File: src/rtl/high_speed_bus_ecc_pkg.sv
// Shared SECDED(39,32) definitions: sizes, the data-to-position map, and the
// encode/syndrome functions used by both the transmit encoder and checkers.
package high_speed_bus_ecc_pkg;

   localparam int DATA_W = 32;
   localparam int CHK_W  = 7;
   localparam int CODE_W = 39;
   localparam int SYN_W  = CHK_W - 1;

   // Hamming position (1-based) of data bit idx: the idx-th non-power-of-two position.
   function automatic int data_pos(input int idx);
      int n;
      int pos;
      n   = 0;
      pos = 0;
      for (int p = 1; p < CODE_W; p++) begin
         if ((p & (p - 1)) != 0) begin
            if (n == idx) pos = p;
            n++;
         end
      end
      return pos;
   endfunction

   // Positions covered by check bit 2^k (bit p-1 set when p has bit k set).
   function automatic logic [CODE_W-1:0] chk_mask(input int k);
      logic [CODE_W-1:0] m;
      m = '0;
      for (int p = 1; p < CODE_W; p++) m[p-1] = p[k];
      return m;
   endfunction

   function automatic logic [SYN_W-1:0] secded_syndrome(input logic [CODE_W-1:0] code);
      logic [SYN_W-1:0] s;
      s = '0;
      for (int k = 0; k < SYN_W; k++) s[k] = ^(code & chk_mask(k));
      return s;
   endfunction

   // Check bits are the syndrome of the data-only word, so the final syndrome is zero.
   function automatic logic [CODE_W-1:0] secded_encode(input logic [DATA_W-1:0] data);
      logic [CODE_W-1:0] code;
      logic [SYN_W-1:0]  s;
      code = '0;
      for (int d = 0; d < DATA_W; d++) code[data_pos(d)-1] = data[d];
      s = secded_syndrome(code);
      for (int k = 0; k < SYN_W; k++) code[(1 << k) - 1] = s[k];
      code[CODE_W-1] = ^code[CODE_W-2:0];
      return code;
   endfunction

endpackage

File: src/rtl/high_speed_bus_ecc_check.sv
// Combinational SECDED(39,32) checker: Hamming syndrome plus overall parity.
// Shared with the receive-side decoder.
module secded_39_32_check
   import high_speed_bus_ecc_pkg::*;
(
   input  logic [CODE_W-1:0] code,
   output logic [SYN_W-1:0]  syndrome,
   output logic              parity_err
);

   genvar gi;
   generate
      for (gi = 0; gi < SYN_W; gi++) begin : g_syn
         assign syndrome[gi] = ^(code & chk_mask(gi));
      end
   endgenerate

   assign parity_err = ^code;

endmodule

File: src/rtl/high_speed_bus_ecc.sv
// Registered SECDED encoder for the transmit bus with a built-in checker that
// re-decodes the launched codeword to catch corruption in the output flop.
module high_speed_bus_ecc
   import high_speed_bus_ecc_pkg::*;
(
   input  logic              clk,
   input  logic              reset_n,
   input  logic              valid,
   input  logic [DATA_W-1:0] data_in,
   output logic [CODE_W-1:0] data_out,
   output logic              ecc_error
);

   logic [CODE_W-1:0] data_out_reg;
   logic              ecc_error_reg;
   logic              ecc_error_next;
   logic [SYN_W-1:0]  syndrome;
   logic              parity_err;

   always_ff @(posedge clk or negedge reset_n) begin
      if (!reset_n) begin
         data_out_reg <= '0;
      end else if (valid) begin
         data_out_reg <= secded_encode(data_in);
      end
   end

   secded_39_32_check u_check (
      .code       (data_out_reg),
      .syndrome   (syndrome),
      .parity_err (parity_err)
   );

   assign ecc_error_next = (syndrome != '0) | parity_err;

   // Checker result is evaluated every cycle, one cycle behind the launched word.
   always_ff @(posedge clk or negedge reset_n) begin
      if (!reset_n) begin
         ecc_error_reg <= 1'b0;
      end else begin
         ecc_error_reg <= ecc_error_next;
      end
   end

   assign data_out  = data_out_reg;
   assign ecc_error = ecc_error_reg;

endmodule

File: config.mk
export PLATFORM = sky130hd
export DESIGN_NAME = high_speed_bus_ecc
export DESIGN_NICKNAME = d
export VERILOG_FILES = /design/src/rtl/high_speed_bus_ecc_pkg.sv /design/src/rtl/high_speed_bus_ecc_check.sv /design/src/rtl/high_speed_bus_ecc.sv
export SDC_FILE = /design/constraint.sdc
export NUM_CORES = 1
export LEC_CHECK = 0
export CORE_UTILIZATION = 25
export CTS_CLUSTER_SIZE = 40
export DETAILED_ROUTE_END_ITERATION = 16
export PLACE_DENSITY_LB_ADDON = 0.08
export SLEW_MARGIN = 0
export SYNTH_ARGS = -nofsm -noshare
export SYNTH_HDL_FRONTEND = slang
export SYNTH_SLANG_ARGS = --single-unit
export TNS_END_PERCENT = 10
File: constraint.sdc
create_clock -name clk -period 5.9 [get_ports clk]
set_input_delay 0.885 -clock clk [delete_from_list [all_inputs] [get_ports clk]]
set_output_delay 0.885 -clock clk [all_outputs]
set_load 0.1 [all_outputs]
# Word level (Yosys, flattened, before mapping)
# Cells that the tools add are included.
dict set report word_totals {
  register_bits 40
  in_bits 35
}
dict set report op_classes {
  reduce_logical 78
  n_lt_le_gt_ge 64
  add_sub_neg 62
  muxes 1150
  eq_ne 961
  bitwise 2
}
# cell count
set op_table {}
lappend op_table {{$mux 32} 1022}
lappend op_table {{$eq 32x6->1 const B} 496}
lappend op_table {{$eq 32x5->1 const B} 248}
lappend op_table {{$eq 32x4->1 const B} 124}
lappend op_table {{$eq 32x3->1 const B} 62}
lappend op_table {{$bwmux 39} 31}
lappend op_table {{$ge 32x1->1 const B} 32}
lappend op_table {{$lt 32x8->1 const B} 32}
lappend op_table {{$sub 32x2->32 const B} 32}
lappend op_table {{$eq 32x2->1 const B} 31}
lappend op_table {{$logic_not 32->1} 31}
lappend op_table {{$add 32x2->32 const B} 30}
lappend op_table {{$reduce_xor 39->1} 13}
lappend op_table {{$demux 1 s6} 32}
lappend op_table {{$mux 3} 33}
lappend op_table {{$and 39x39->39} 1}
lappend op_table {{$reduce_xor 38->1} 1}
lappend op_table {{$logic_and 1x1->1} 32}
lappend op_table {{$mux 1} 32}
lappend op_table {{$reduce_bool 6->1} 1}
lappend op_table {{$or 1x1->1} 1}

# Longest topological paths before layout
dict set report depth {
  depth_word 103
  ltp_mapped 6
  ltp_nobuf 6
}

# Hierarchy
# A second synthesis with hierarchy kept.
dict set report unflattened {
  hier_cells 218
  hier_area_um2 2781.4
}
# module cells_per_inst n_inst seq_area_each_um2 area_per_inst_um2
set modules_own_cells {}
lappend modules_own_cells {high_speed_bus_ecc 148 1 1001.0 2060.7}
lappend modules_own_cells {secded_39_32_check 70 1 0.0 720.7}

# Least setup slack after synthesis
# Ideal clock, no wire load.
dict set report synth_path {
  path_kind {register -> register}
  startpoint {register data_out_reg[8] (netlist: data_out[8])}
  endpoint {register ecc_error_reg (netlist: ecc_error)}
  path_stages_with_launch 7
  n_path_buf 0
  slack_ns 2.731
  required_ns 5.771
  arrival_ns 3.041
  path_cell_list {dfrtp_1 xnor3_1 xnor2_1 xnor3_2 xnor3_1 or3_1 a2111o_1}
}
dict set report synth_via {
  elab_chain_len 3
  word_cells_on_any_way 5
  cone_classes {bitwise: 1; reduce/logical: 4}
}
# item line_no
set synth_lines {}
lappend synth_lines {{start: declaration} high_speed_bus_ecc.sv:14} ;# logic [CODE_W-1:0] data_out_reg;
lappend synth_lines {{start signal: assignment} high_speed_bus_ecc.sv:24} ;# data_out_reg <= secded_encode(data_in);
lappend synth_lines {{$reduce_xor 39->1} high_speed_bus_ecc_check.sv:14} ;# assign syndrome[gi] = ^(code & chk_mask(gi));
lappend synth_lines {{$reduce_bool 6->1} high_speed_bus_ecc.sv:34} ;# assign ecc_error_next = (syndrome != '0) | parity_err;
lappend synth_lines {{$or 1x1->1 (*)} high_speed_bus_ecc.sv:34}
lappend synth_lines {{via ecc_error_next} high_speed_bus_ecc.sv:16} ;# logic ecc_error_next;
lappend synth_lines {{end signal: assignment} high_speed_bus_ecc.sv:41} ;# ecc_error_reg <= ecc_error_next;
lappend synth_lines {{end: declaration} high_speed_bus_ecc.sv:15} ;# logic ecc_error_reg;
# The timed path passes the listed nets; every way through them passes the cells marked *.
# A chain may end at the register's enable or synchronous reset.

# Worst setup path in the final report
dict set report layout_path {
  startpoint {input port data_in[30]}
  endpoint {register data_out_reg[38] (netlist: data_out[38])}
}
dict set report layout_via {
  elab_chain_len 4
  word_cells_on_any_way 9
  cone_classes {mux: 2; reduce/logical: 7}
}
# item line_no
set layout_lines {}
lappend layout_lines {{start: declaration} high_speed_bus_ecc.sv:9} ;# input logic [DATA_W-1:0] data_in,
lappend layout_lines {{$bwmux 39 (*) (2 in series)} high_speed_bus_ecc_pkg.sv:45} ;# for (int d = 0; d < DATA_W; d++) code[data_pos(d)-1] = data[d];
lappend layout_lines {{$reduce_xor 39->1} high_speed_bus_ecc_pkg.sv:36} ;# for (int k = 0; k < SYN_W; k++) s[k] = ^(code & chk_mask(k));
lappend layout_lines {{$reduce_xor 38->1 (*)} high_speed_bus_ecc_pkg.sv:48} ;# code[CODE_W-1] = ^code[CODE_W-2:0];
# Mark *: on every way between the ends. The rest lies on a longest branch, timed or not.

==> summary.txt <==
Final layout
  • Ratio of cells with drive above 1 in the final layout: around 16%
  • N_diodes: 0
  • Largest register FFs: 39
  • P&R area growth vs syn: 36.11%
  • Final std cells w/o fill: about 430
  • Final #Nets: 326
  • Final instance area: just under 0.004 sq mm

Setup path
  • Critical Path AT: roughly 3.2 ns
  • R2R cell count: 6
  • Crit Path Max Fanout: 3
  • Critical path origin: data_in[30]
  • RR Endpoint: ecc_error$_DFF_PN0_
  • Critical Setup Path Class: input pin to flip-flop
  • Worst setup SP type: input pin
  • CP Capture Point: data_out[38]$_DFFE_PN0P_
  • Reg-to-reg setup timing slack: between 3 and 4 ns
  • RR Startpoint: data_out[8]$_DFFE_PN0P_
  • Worst setup EP type: flip-flop
  • Critical Path RT: approximately 6.0 ns

STA
  • Slew headroom: about a third
  • RSZ-0062 raised after global routing: no
  • Final hold slack: about 0.56 ns
  • Setup TNS Final: 0 ns
  • Worst slew pin tran: 0.9971 ns
  • Pins Over Slew Limit: 0
  • Fin crit period: about 3.1 ns
  • Fmax: between 300 and 400 MHz
  • Hold Fails Final Rpt: 0
  • Final setup vio count: 0
  • Setup Skew: slightly below 0.005 ns
  • Final period util: 52.58%

Clocking
  • Cts repair resizes: 0
  • # hold bufs at CTS: 0
  • TritonCTS Buffers: 5
  • Post-CTS setup buffer count: 0
  • Root buffer cell: clkbuf_16
  • Maximum buffer depth of the clock tree: 2
  • CTS tree: built
  • Num Clock Sinks: 40
  • Skew-Pair Late Insertion Delay: around 0.28 ns
  • Worst-path clk slew: 0.06 ns
  • H-tree levels: 2

Routing
  • Final wirelength: 7712 um
  • Initial DRC count: between 40 and 50
  • DRC viols: 0
  • DR WL/cell: ~18 um
  • Pre-antenna DRT Iters: 4
  • Final ANT Viol Nets: 0
  • Vias/cell: 4.148
  • Vias: ~1800

Synth
  • Sequential element share of the synthesized area: between 30% and 40%
  • Xor/xnor share of the synthesized area: 47.12%
  • Mean Syn Cell Area: approximately 13 sq um
  • Flops & latches, synth: 40
  • Nets in the synthesized netlist: 250
  • Synth Area in Adders: 0%
  • Post-Synth Simple-Gate Area: under 10%
  • Mux share of post-synthesis cell area: ~14%
  • Ys Warns: 0
  • Synth Area in Compound Gates: about 1.3%
  • Post-Syn Instances: roughly 220
  • Largest family of logic cells by synthesized area: XOR/XNOR gates
  • Netlist cell types: 17
  • Post-Syn Area: approximately 0.0028 sq mm

Global route
  • Gr usage total: between 10% and 20%
  • First-pass GRT wire length: approximately 12000 um
  • Initial antenna violation count: 0
  • GRT overflow: 0
  • Number of global-route vias before repair: 1928
  • Largest net degree at the start of global routing: between 40 and 50

Pwr
  • Cell Int Power: between 0.001 and 0.0015 W
  • Sequential Power Share: a little over 20%
  • Clock share of power: a little over an eighth
  • Leakage power: approximately 1.5 nW
  • Combinational power share: between 60 and 70%
  • Peak supply drop: ~0.34 mV
  • Switching pwr: 0.0008523 W
  • Switching Share: between 40% and 50%
  • Pwr dens: about 500 mW/mm^2

Die
  • Core Area: ~0.011 sq mm
  • Initial Util: 25.86%
  • Top Ports: between 70 and 80
  • Die Area: 0.01174 sq mm
  • Die height: 108.4 um
  • Die X: approximately 110 um
  • FP Rows: 38

Run status
  • Status: finished clean

Placement
  • HPWL Detailed: between 5000 and 6000 um
  • Placed Instances: 424
  • Dpl cell area: about 0.0037 sq mm
  • RD Place Congestion: 0.7045
  • I/O Buffers: 74

Worst hold path
  • HP Class: flip-flop to flip-flop
  • Hold wc startpoint: data_out[24]$_DFFE_PN0P_

Flow run
  • Max cap viols: 0
cells by family (layout without fill, tap and decap cells):
group / count (synthesis) / in the layout
simple gates: 10 / 10
buf+inv: 5 / 81
flops: 40 / 40
mux: 35 / 35
xor+xnor: 119 / 119
compound gates: 6 / 6
per-layer routing:
| metal | vias up | global-route usage (%) | wire length [um] |
|---|---|---|---|
| li1 | 860 | - | - |
| met1 | 883 | 19.60 | 3627 |
| met2 | 41 | 23.79 | 3767 |
| met3 | 4 | 2.411 | 262 |
| met4 | 0 | 2.896 | 54 |
| met5 | - | 0 | 0 |
how the worst min path moves through the flow:
stage          depth (start not counted)  slack, ns                        to
5_1_grt                                1       0.58  data_out[24]$_DFFE_PN0P_
4_1_cts                                1       0.56  data_out[23]$_DFFE_PN0P_
6_report                               1       0.56  data_out[24]$_DFFE_PN0P_
3_3_place_gp                           1       0.55  data_out[19]$_DFFE_PN0P_
2_1_floorplan                          0       0.59   data_out[0]$_DFFE_PN0P_
3_5_place_dp                           1       0.54  data_out[23]$_DFFE_PN0P_
synth_stat cells:
| cell | number | share of area (%) |
|---|---|---|
| xnor2_4 | 2 | 1.9 |
| xor2_1 | 16 | 5.0 |
| a2111o_1 | 1 | 0.40 |
| xnor3_2 | 2 | 1.7 |
| nand3_1 | 1 | 0.18 |
| mux2_2 | 34 | 14 |
| xor3_1 | 2 | 1.7 |
| and2_1 | 1 | 0.22 |
| mux2i_1 | 1 | 0.35 |
| clkbuf_1 | 5 | 0.66 |
| or3_1 | 1 | 0.22 |
| xnor2_1 | 83 | 26 |
| nor2_1 | 6 | 0.80 |
| nand2b_1 | 1 | 0.22 |
| a21oi_1 | 5 | 0.88 |
| xnor3_1 | 14 | 11 |
| dfrtp_1 | 40 | 35 |
area by class of cell:
type                            count  area, sq um
Clock buffer                        6        128.9
Clock inverter                      1        5.005
Fill cell                        1107         7087
Multi-Input combinational cell    170         1808
Sequential cell                    40         1001
Tap cell                          140        175.2
Timing Repair Buffer               74        730.7
worst max-delay path: stages:
cell and delay (ns):
clkdlybuf4s50_1 0.52, xnor3_1 0.47, xnor2_1 0.24, xnor3_1 0.26, xor3_1 0.39, xnor3_1 0.38, a21oi_1 0.07
placed cells by master (no fill, tap or decap):
| master | count |
|---|---|
| xnor2_1 | 83 |
| clkdlybuf4s50_1 | 72 |
| dfrtp_1 | 40 |
| mux2_2 | 34 |
| xor2_1 | 16 |
| xnor3_1 | 14 |
| nor2_1 | 6 |
| a21oi_1 | 5 |
| clkbuf_16 | 5 |
| xnor2_4 | 2 |
| xnor3_2 | 2 |
| xor3_1 | 2 |
| buf_2 | 2 |
| nand3_1 | 1 |
| or3_1 | 1 |
| and2_1 | 1 |
| mux2i_1 | 1 |
| nand2b_1 | 1 |
| a2111o_1 | 1 |
| clkbuf_1 | 1 |
| clkinv_2 | 1 |
through the flow:
stage	power, W	setup slack [ns]	utilization [%]
5_1_grt	0.002032	2.650	35.19
2_1_floorplan	0.001405	2.731	-
6_report	0.001913	2.798	35.19
3_3_place_gp	0.001669	2.519	33.97
4_1_cts	0.001943	2.760	35.19
3_5_place_dp	0.001662	2.478	33.97
power groups by stage:
stage | logic (W) | clock network, W | registers (W)
6_report | 0.00126 | 0.000261 | 0.000388
5_1_grt | 0.00135 | 0.000282 | 0.000399
4_1_cts | 0.00128 | 0.000275 | 0.000391
3_5_place_dp | 0.00127 | 0 | 0.000396
3_3_place_gp | 0.00127 | 0 | 0.000396
2_1_floorplan | 0.000690 | 0 | 0.000715
(Power assumes the default switching activity.)
